==> config.mk <==
export PLATFORM = sky130hd
export DESIGN_NAME = sampler_sweep_controller
export DESIGN_NICKNAME = d
export VERILOG_FILES = /design/src/rtl/sampler_sweep_controller.sv
export SDC_FILE = /design/constraint.sdc
export NUM_CORES = 1
export LEC_CHECK = 0
export CAP_MARGIN = 20
export CORE_MARGIN = 5
export CORE_UTILIZATION = 30
export CTS_BUF_LIST = sky130_fd_sc_hd__clkbuf_8
export DETAILED_ROUTE_END_ITERATION = 8
export GPL_ROUTABILITY_DRIVEN = 0
export PLACE_DENSITY = 0.69
export RECOVER_POWER = 50
export SLEW_MARGIN = 20
export SYNTH_ARGS = -nofsm -noshare
export SYNTH_HDL_FRONTEND = slang
export SYNTH_SLANG_ARGS = --single-unit
==> constraint.sdc <==
create_clock -name in_clock -period 3.6 [get_ports in_clock]
set_input_delay 0.36 -clock in_clock [delete_from_list [all_inputs] [get_ports in_clock]]
set_output_delay 0.36 -clock in_clock [all_outputs]
set_load 0.02 [all_outputs]
==> src/rtl/sampler_sweep_controller.sv <==
// Per-variable proposal sequencer: for each iteration it walks every variable,
// fetches a segment, runs the sampler for a fixed latency and writes the result back.
module sampler_sweep_controller #(
  parameter int WIDTH           = 8,
  parameter int NUM_VARS        = 4,
  parameter int IDX_W           = 2,
  parameter int SAMPLER_LATENCY = 2
) (
  input  logic                    in_clock,
  input  logic                    in_reset,
  input  logic                    in_start,
  input  logic [15:0]             in_num_iterations,
  output logic                    out_seg_req,
  output logic [IDX_W-1:0]        out_var_index,
  input  logic                    in_seg_valid,
  input  logic signed [WIDTH-1:0] in_from,
  input  logic signed [WIDTH-1:0] in_to,
  input  logic [1:0]              in_type,
  input  logic signed [7:0]       in_weight,
  output logic signed [WIDTH-1:0] out_from,
  output logic signed [WIDTH-1:0] out_to,
  output logic [1:0]              out_type,
  output logic signed [7:0]       out_weight,
  output logic                    out_sampler_enable,
  input  logic signed [WIDTH-1:0] in_proposed_value,
  output logic                    out_wr_en,
  output logic [IDX_W-1:0]        out_wr_index,
  output logic signed [WIDTH-1:0] out_wr_value,
  output logic                    out_busy,
  output logic                    out_done,
  output logic                    out_invalid_seg,
  output logic [15:0]             out_iteration
);

  localparam int CNT_W = (SAMPLER_LATENCY > 1) ? $clog2(SAMPLER_LATENCY) : 1;
  localparam logic [IDX_W-1:0] LAST_IDX = IDX_W'(NUM_VARS - 1);
  localparam logic [CNT_W-1:0] LAT_LOAD = CNT_W'(SAMPLER_LATENCY - 1);

  typedef enum logic [2:0] {
    IDLE,
    REQ,
    SAMPLE,
    WRITE,
    NEXT,
    DONE
  } state_t;

  state_t                  state, state_nx;
  logic [15:0]             num_iter;
  logic [15:0]             iteration;
  logic [15:0]             iter_inc;
  logic [IDX_W-1:0]        var_index;
  logic [CNT_W-1:0]        lat_cnt;
  logic signed [WIDTH-1:0] seg_from, seg_to, wr_value;
  logic [1:0]              seg_type;
  logic signed [7:0]       seg_weight;
  logic                    invalid_seg;

  assign iter_inc = iteration + 16'd1;

  always_ff @(posedge in_clock) begin
    if (in_reset) state <= IDLE;
    else          state <= state_nx;
  end

  always_comb begin
    state_nx           = state;
    out_seg_req        = 1'b0;
    out_sampler_enable = 1'b0;
    out_wr_en          = 1'b0;
    out_done           = 1'b0;
    out_busy           = 1'b1;
    case (state)
      IDLE: begin
        out_busy = 1'b0;
        if (in_start) state_nx = (in_num_iterations == '0) ? DONE : REQ;
      end
      REQ: begin
        out_seg_req = 1'b1;
        if (in_seg_valid) state_nx = (in_type == 2'd0) ? NEXT : SAMPLE;
      end
      SAMPLE: begin
        out_sampler_enable = 1'b1;
        if (lat_cnt == '0) state_nx = WRITE;
      end
      WRITE: begin
        out_wr_en = 1'b1;
        state_nx  = NEXT;
      end
      NEXT: begin
        // The iteration count is compared post-increment, so the last sweep ends here.
        if (var_index == LAST_IDX) state_nx = (iter_inc == num_iter) ? DONE : REQ;
        else                       state_nx = REQ;
      end
      DONE: begin
        out_done = 1'b1;
        state_nx = IDLE;
      end
      default: state_nx = IDLE;
    endcase
  end

  always_ff @(posedge in_clock) begin
    if (in_reset) begin
      num_iter    <= '0;
      iteration   <= '0;
      var_index   <= '0;
      lat_cnt     <= '0;
      seg_from    <= '0;
      seg_to      <= '0;
      seg_type    <= '0;
      seg_weight  <= '0;
      wr_value    <= '0;
      invalid_seg <= 1'b0;
    end else begin
      case (state)
        IDLE: begin
          if (in_start) begin
            num_iter    <= in_num_iterations;
            iteration   <= '0;
            var_index   <= '0;
            invalid_seg <= 1'b0;
          end
        end
        REQ: begin
          if (in_seg_valid) begin
            seg_from   <= in_from;
            seg_to     <= in_to;
            seg_type   <= in_type;
            seg_weight <= in_weight;
            if (in_type == 2'd0) invalid_seg <= 1'b1;
            else                 lat_cnt     <= LAT_LOAD;
          end
        end
        SAMPLE: begin
          if (lat_cnt == '0) wr_value <= in_proposed_value;
          else               lat_cnt  <= lat_cnt - 1'b1;
        end
        NEXT: begin
          if (var_index == LAST_IDX) begin
            var_index <= '0;
            iteration <= iter_inc;
          end else begin
            var_index <= var_index + 1'b1;
          end
        end
        default: ;
      endcase
    end
  end

  assign out_var_index   = var_index;
  assign out_wr_index    = var_index;
  assign out_wr_value    = wr_value;
  assign out_from        = seg_from;
  assign out_to          = seg_to;
  assign out_type        = seg_type;
  assign out_weight      = seg_weight;
  assign out_invalid_seg = invalid_seg;
  assign out_iteration   = iteration;

endmodule

## Word-level counts from Yosys, hierarchy flattened

Index checks and enable logic that the tools add are counted.

| operators by class | value |
|---|---|
| bitwise gates (word level) | 1 |
| $mul | 0 |
| equal/unequal tests | 13 |
| reduce and logical (&&, ||, !) cells | 14 |
| div/mod/pow operators | 0 |
| shift operators | 0 |
| $lt $le $gt $ge | 0 |
| add/subtract/negate cells | 3 |
| mux-type cells | 27 |

Operators by type and width:

| cell | count |
|---|---|
| 2-to-1 mux 16 bit | 2 |
| one-hot mux 16 bit (2 select lines) | 1 |
| 2-to-1 mux 3 bit | 7 |
| adder 16 x 1 -> 16 bit (second input constant) | 1 |
| equality test 16 bit | 1 |
| zero test 16 bit | 1 |
| one-hot mux 3 bit (5 select lines) | 1 |
| != test 2 bit (second input constant) | 6 |
| 2-to-1 mux 1 bit | 11 |
| AND reduction 3 bit | 3 |
| AND reduction 2 bit | 4 |
| equality test 3 x 2 -> 1 bit (second input constant) | 2 |
| equality test 3 bit (second input constant) | 2 |
| nonzero test 2 bit | 3 |
| 2-to-1 mux 2 bit | 2 |
| one-hot mux 1 bit (2 select lines) | 2 |
| one-hot mux 2 bit (2 select lines) | 1 |
| AND reduction 4 bit | 1 |
| equality test 3 x 1 -> 1 bit (second input constant) | 1 |
| zero test 3 bit | 1 |
| adder 2 x 1 -> 2 bit (second input constant) | 1 |
| equality test 2 bit (second input constant) | 1 |
| zero test 2 bit | 1 |
| inverter 1 bit | 1 |
| subtractor 1 bit (second input constant) | 1 |

| storage, ports and cells | value |
|---|---|
| memories kept | 0 |
| bits in registers | 73 |
| bits in latches | 0 |
| memory bits (read-only) | 0 |
| memory bits (writable) | 0 |
| input port bits | 54 |

## Logic depth before layout (Yosys ltp)

Gate-level depths: netlist (run 1).

| depth | value |
|---|---|
| depth in word-level cells | 5 |
| depth in mapped cells | 8 |
| depth with buffers taken out | 7 |

## Least setup slack after synthesis (run 1)

Ideal clock, no wire load.

| path | value |
|---|---|
| path kind | register -> register |
| start point | reg iteration[0] (netlist: out_iteration[0]) |
| end point | reg state[2] |
| library setup time | 96 ps |
| arrival | 2,250 ps |
| stages on the path, launching flop included | 8 |
| setup slack | 1,254 ps |
| cells stage by stage | dfxtp_1 ha_1 and3_1 and2_1 nand3_1 xnor2_1 or4_1 o41ai_2 |

| between the ends | value |
|---|---|
| cells in the longest elaborated chain, start to end | 5 |

Ends and longest elaborated chain:

| what | line | source |
|---|---|---|
| from (decl) | 50 | `logic [15:0] iteration;` |
| from (signal assigned) | 142 | `iteration <= iter_inc;` |
| adder 16 x 1 -> 16 bit | 59 | `assign iter_inc = iteration + 16'd1;` |
| equality test 16 bit | 92 | `if (var_index == LAST_IDX) state_nx = (iter_inc == num_iter) ? DONE : REQ;` |
| 2-to-1 mux 3 bit (2 in series) | 92 |  |
| one-hot mux 3 bit (5 select lines) | 73 | `case (state)` |
| to (signal assigned) | 63 | `else state <= state_nx;` |
| to (decl) | 48 | `state_t state, state_nx;` |

Every way passes these cells.
A chain may end at the register's enable or synchronous reset.

## Final worst setup path (run 1)

| path | value |
|---|---|
| start point | reg iteration[2] (netlist: out_iteration[2]) |
| end point | reg state[2] |

Same word-level chain as after synthesis.

==> results of run 1 <==
-- worst max-delay path, cell delays in order (launching register included) --
cell and delay [ns]:
dfxtp_1 0.46, nand3_1 0.27, nor4_1 0.63, xnor2_1 0.19
o311ai_0 0.15, or4_1 0.54, o41ai_2 0.19
-- worst min path at each step --
stage	startpoint	end	cells past startpoint
2_1_floorplan	num_iter[4]	num_iter[4]	2
3_3_place_gp	out_weight[6]	out_weight[6]	2
3_5_place_dp	out_weight[6]	out_weight[6]	2
4_1_cts	in_reset	state[2]	5
5_1_grt	out_type[0]	out_type[0]	2
6_report	out_weight[6]	out_weight[6]	2
-- power by group through the flow --
stage | logic, mW | registers [mW] | clock network [mW]
2_1_floorplan | 0.184 | 0.924 | 0
3_3_place_gp | 0.369 | 0.907 | 0
3_5_place_dp | 0.371 | 0.908 | 0
4_1_cts | 0.373 | 0.890 | 0.681
5_1_grt | 0.396 | 0.895 | 0.729
6_report | 0.359 | 0.889 | 0.661
-- metrics by stage --
| step | utilization [%] | setup slack, ns | power [mW] |
|---|---|---|---|
| 2_1_floorplan | - | 1.254 | 1.107 |
| 3_3_place_gp | 41.70 | 1.247 | 1.275 |
| 3_5_place_dp | 41.70 | 1.096 | 1.280 |
| 4_1_cts | 43.54 | 1.083 | 1.944 |
| 5_1_grt | 43.51 | 0.7358 | 2.019 |
| 6_report | 43.51 | 1.085 | 1.908 |
-- logic make-up after synthesis --
logic type | count (synthesis) | synth area share, %
adder cells (fa/ha/maj) | 2 | 0.7498
flip-flops | 73 | 43.79
AO/OA/AOI/OAI | 104 | 17.25
AND/OR/NAND/NOR | 206 | 27.75
buffers and inverters | 34 | 4.162
XOR/XNOR | 24 | 6.299
-- synthesized netlist by cell type, types with 2 or more instances --
cell type  instances  share of area, %
nor3b_1            2              0.45
buf_2              3              0.45
buf_4              2              0.45
a22oi_1            4              0.90
o21ai_0           19               2.8
nand3_1           12               1.8
inv_1              5              0.56
xor2_1             8               2.1
and2_1             6               1.1
and3_1             6               1.1
clkbuf_1          23               2.6
dfxtp_1           73                44
nor4_1             7               1.3
ha_1               2              0.75
o211ai_1           2              0.45
a311oi_1           2              0.53
or3_1              2              0.37
nand4_1            2              0.37
nor2b_1            2              0.37
or4_1              2              0.45
nor3_1            11               1.6
xnor2_1           16               4.2
a31oi_1            4              0.75
a21oi_1           68                10
nand2_1          116                13
nor2_1            30               3.4
-- flip-flops by register name, indices dropped and copies added (netlist names), 3 cells and up --
signal,cells
state,3
out_weight,8
out_wr_value,8
out_to,8
out_from,8
num_iter,16
out_iteration,16
-- layer usage --
metal	routed length (um)	vias to the layer above
met1	4003	1560
met5	0	-
li1	-	1692
met2	4959	112
met4	90	0
met3	862	7
-- layout make-up --
type / count / area (um^2)
Clock inverter: 7 / 76.32
Fill cell: 1080 / 6151
Timing Repair Buffer: 116 / 1145
Multi-Input combinational cell: 336 / 1737
Tap cell: 140 / 175.2
Clock buffer: 9 / 123.9
Sequential cell: 73 / 1461
Inverter: 5 / 18.77
==> summary.md, run 1 <==
| Metric | Value |
|---|---|
| Status | `finished clean` |
| DR DRC count | `0` |
| Vias per cell | `4.914` |
| P_sw | `569.6 uW` |
| Max FO, Critical Path | `9` |
| Buffers on Ports | `approximately 110` |
| Top_reg_cell synth | `dfxtp_1` |
| DIE AREA | `roughly 13000 um^2` |
| GR Util All Layers | `between 10% and 20%` |
| Met1 Use GR | `between 10% and 20%` |
| Vias in the first global route | `3268` |
| Cells after Synth | `443` |
| WP data required | `around 3.9 ns` |
| Total Routed Length | `9915 um` |
| Post-synth ARST share | `0%` |
| Width of the die | `115.5 um` |
| Clk pwr share | `34.6%` |
| Commonest non-fill, non-tap cell in the layout | `nand2_1` |
| Hold-fix buffers, CTS | `0` |
| Sw Ratio | `29.85%` |
| Part of the power in registers | `a little under half` |
| Synth Register Bits | `73` |
| Reg-to-Reg Start | `out_iteration[2]` |
| Post-CTS Setup Inserts | `0` |
| Initial DRC count | `168` |
| Post-synth EDFFs | `0` |
| Max Freq | `397.5 MHz` |
| Largest net degree at the start of global routing | `73` |
| Drt wl/cell | `between 10 and 15 um` |
| Max transition margin | `between 40% and 50%` |
| Die Height | `115.5 um` |
| CTS H-tree lvls | `3` |
| Final ANT Viol Nets | `0` |
| P_int | `1.339 mW` |
| Cell Rows | `38` |
| CP startpoint kind | `register` |
| CTS Buffer Depth | `2` |
| Post_cts resized | `0` |
| Initial Util | `30.65%` |
| Area Growth Syn to Fin | `41.96%` |
| Hold Fails Final Rpt | `0` |
| Syn. warnings | `0` |
| Share of layout cells above drive strength 1 | `4.396%` |
| Clock sinks | `73` |
| Final setup violation count | `0` |
| Core Region | `10890 um^2` |
| First-pass GRT wire length | `about 16000 um` |
| Congestion Overflow GR | `0` |
| CP Class | `register to register` |
| Final Max Tran Viols | `0` |
| Crit path from | `out_iteration[2]` |
| ANT cells | `0` |
| Comb pwr share | `18.8%` |
| Clock Tree Root | `clkbuf_8` |
| Via Count | `approximately 3400` |
| CTS tree | `done` |
| RSZ-0062 raised after global routing | `no` |
| CP Data Arrival Time | `approximately 2.8 ns` |
| Nets@finish | `597` |
| Post-layout instance area | `~4700 um^2` |
| Final Cycle Share | `69.87%` |
| Total Neg Setup Slack | `0 ns` |
| Unique masters post-synth | `40` |
| DP HPWL | `roughly 7500 um` |
| Crit path capture type | `register` |
| Fin cells | `between 600 and 700` |
| Clock skew | `around 0.011 ns` |
| Pre-Repair DR Iteration Count | `4` |
| Worst R2R End | `state[2]` |
| Placed insts | `670` |
| Max_cap viols | `0` |
| LEAKAGE | `1.810 nW` |
| Met2 usage | `25.50%` |
| TritonCTS buffer count | `9` |
| Reg2Reg Depth | `6` |
| Clk slew on worst S/H paths | `approximately 0.080 ns` |
| Avg Cell Area, Syn | `7.533 um^2` |
| Initial antenna violation count | `0` |
| Post-synth net total | `499` |
| Tightest Pin Transition | `0.8974 ns` |
| Pwr per Cell Area | `just over 400 nW/um^2` |
| Sequential area share after synthesis | `43.79%` |
| Final Hold Slack | `0.4527 ns` |
| Worst VDD drop | `0.2140 mV` |
| DP Area | `4541 um^2` |
| Most frequent cells in the layout | `116 x nand2_1, 73 x dfxtp_1, 68 x a21oi_1, 68 x clkdlybuf4s50_1, 44 x dlygate4sd3_1` |
| Met3 Use GR | `6.214%` |
| Busiest layer in global routing | `met2` |
| Minimum clock period | `approximately 2.5 ns` |
| Clock latency at the later pin of the worst-skew pair | `0.35 ns` |
| Crit path capture | `state[2]` |
| Hold WC Path Type | `register to register` |
| Synth Cell Area | `around 3300 um^2` |
| Top-Level Pins | `114` |
| R2R Setup Slk | `1.08 ns` |
(Power assumes the default switching activity.)
==> inputs of run 2 (changes only) <==
==> constraint.sdc (replaced) <==
create_clock -name in_clock -period 2.4 [get_ports in_clock]
set_input_delay 0.24 -clock in_clock [delete_from_list [all_inputs] [get_ports in_clock]]
set_output_delay 0.24 -clock in_clock [all_outputs]
set_load 0.02 [all_outputs]
==> summary.md, run 2 (synthesized netlist as in run 1, its figures left out) <==
| Metric | Value |
|---|---|
| Status | `finished clean` |
| Core Region | `10890 um^2 (unchanged)` |
| First-pass GRT wire length | `15710 um (-1.7%)` |
| Vias in the first global route | `3283 (+0.46%)` |
| Via Count | `3430 (+1.8%)` |
| Max Freq | `454.1 MHz (+14%)` |
| CTS Buffer Depth | `2 (unchanged)` |
| Buffers on Ports | `113 (unchanged)` |
| Congestion Overflow GR | `0 (unchanged)` |
| Hold-fix buffers, CTS | `0 (unchanged)` |
| Largest net degree at the start of global routing | `73 (unchanged)` |
| Final Max Tran Viols | `0 (unchanged)` |
| Nets@finish | `607 (+1.7%)` |
| LEAKAGE | `1.895 nW (+4.7%)` |
| Clock sinks | `73 (unchanged)` |
| Initial DRC count | `161 (-4.2%)` |
| Clock Tree Root | `clkbuf_8` |
| CP Data Arrival Time | `2.46 ns (-0.31 ns)` |
| Initial Util | `30.65% (unchanged)` |
| Most frequent cells in the layout | `116 x nand2_1, 70 x dfxtp_1, 68 x a21oi_1` |
| Top-Level Pins | `114 (unchanged)` |
| GR Util All Layers | `14.86% (-0.18 points)` |
| Vias per cell | `4.928 (+0.29%)` |
| Max transition margin | `45.49% (+5.3 points)` |
| DR DRC count | `0 (unchanged)` |
| Minimum clock period | `2.202 ns (-0.3134 ns)` |
| CP Class | `register to register` |
| CTS H-tree lvls | `3 (unchanged)` |
| CP startpoint kind | `register` |
| Clock latency at the later pin of the worst-skew pair | `0.35 ns (about the same)` |
| Pwr per Cell Area | `622.9 nW/um^2 (+55%)` |
| Worst VDD drop | `0.3012 mV (+41%)` |
| Clk slew on worst S/H paths | `0.08 ns (about the same)` |
| DP HPWL | `7515 um (+0.22%)` |
| Total Routed Length | `9925 um (+0.10%)` |
| Final setup violation count | `0 (unchanged)` |
| Post-CTS Setup Inserts | `0 (unchanged)` |
| Initial antenna violation count | `0 (unchanged)` |
| Final Cycle Share | `91.76% (+22 points)` |
| Die Height | `115.5 um (unchanged)` |
| Placed insts | `680 (+1.5%)` |
| Width of the die | `115.5 um (unchanged)` |
| Total Neg Setup Slack | `0 ns (unchanged)` |
| Hold Fails Final Rpt | `0 (unchanged)` |
| Clock skew | `0.01213 ns (+0.001631 ns)` |
| Total power | `3.022 mW (+58%)` |
| Hold WC Path Type | `primary input to register` |
| WP data required | `2.66 ns (-1.19 ns)` |
| R2R Setup Slk | `0.20 ns (-0.89 ns)` |
| Pre-Repair DR Iteration Count | `5 (+1)` |
| CTS tree | `done` |
| Crit path capture type | `register` |
| Commonest non-fill, non-tap cell in the layout | `nand2_1` |
| Share of layout cells above drive strength 1 | `6.655% (+2.3 points)` |
| Area Growth Syn to Fin | `45.37%` |
| Cell Rows | `38 (unchanged)` |
| Tightest Pin Transition | `0.8177 ns (-0.07973 ns)` |
| ANT cells | `0 (unchanged)` |
| Final Hold Slack | `0.3617 ns (-0.09093 ns)` |
| Drt wl/cell | `14.26 um (-1.3%)` |
| Max_cap viols | `0 (unchanged)` |
| Max FO, Critical Path | `5 (-4)` |
| Fin cells | `696 (+1.5%)` |
| DIE AREA | `13330 um^2 (unchanged)` |
| TritonCTS buffer count | `9 (unchanged)` |
| Final ANT Viol Nets | `0 (unchanged)` |
| RSZ-0062 raised after global routing | `no` |
-- run 2: cell count changes in the layout (fill, tap and decap cells not counted), moves of 2 or more --
cell	change
dfxtp_2	+3
dlygate4sd3_1	+3
clkdlybuf4s50_1	-3
buf_4	+10
dfxtp_1	-3
clkinvlp_4	-2
-- run 2: power by group --
group          switching (mW)  total (mW)  leakage [nW]  internal, mW
clock network           0.505        1.14         0.119         0.631
logic                   0.304       0.556          1.18         0.253
registers              0.0517        1.33         0.594          1.28
-- run 2: layout make-up --
| class | count | area, um^2 |
|---|---|---|
| timing repair buffer | 126 | 1220 |
| sequential | 73 | 1465 |
| fill | 1063 | 6037 |
| clock buffer | 10 | 137.6 |
| tap | 140 | 175.2 |
| multi-input combinational | 336 | 1737 |
| clock inverter | 6 | 97.59 |
| inverter | 5 | 18.77 |
-- run 2: timing repair --
action,4_1_cts,5_1_grt
hold endpoints to repair,0,0
resized for setup,0,3
endpoints found under the setup margin,0,2
-- run 2: worst paths after layout --
| check | cells after the start | end | from |
|---|---|---|---|
| min | 5 | state[2] | in_reset |
| min reg2reg | 2 | out_weight[2] | out_weight[2] |
| max | 7 | state[2] | out_iteration[1] |
| max reg2reg | 7 | state[2] | out_iteration[1] |
-- run 2: metrics by stage --
stage	util, %	area, um^2	worst slack [ns]
after CTS	44.55	4851	0.07327
after detailed placement	42.39	4616	0.1543
after floorplan	-	3337	0.05417
after global placement	42.39	4616	0.2259
final	44.55	4851	0.1979
after global routing	44.55	4851	0.02861
-- run 2: layer usage --
metal  share of wire [%]  track usage (%)
met1                  41            17.48
met5                   0                0
met3                 8.5            5.222
met4                 2.3            6.808
met2                  48            24.34
-- run 2: worst max-delay path, cell delays in order (launching register included) --
cell,delay (ns)
dfxtp_1,0.39
ha_1,0.18
and3_1,0.23
and2_1,0.22
nand3_1,0.15
xnor2_1,0.16
or4_1,0.52
o41ai_2,0.27
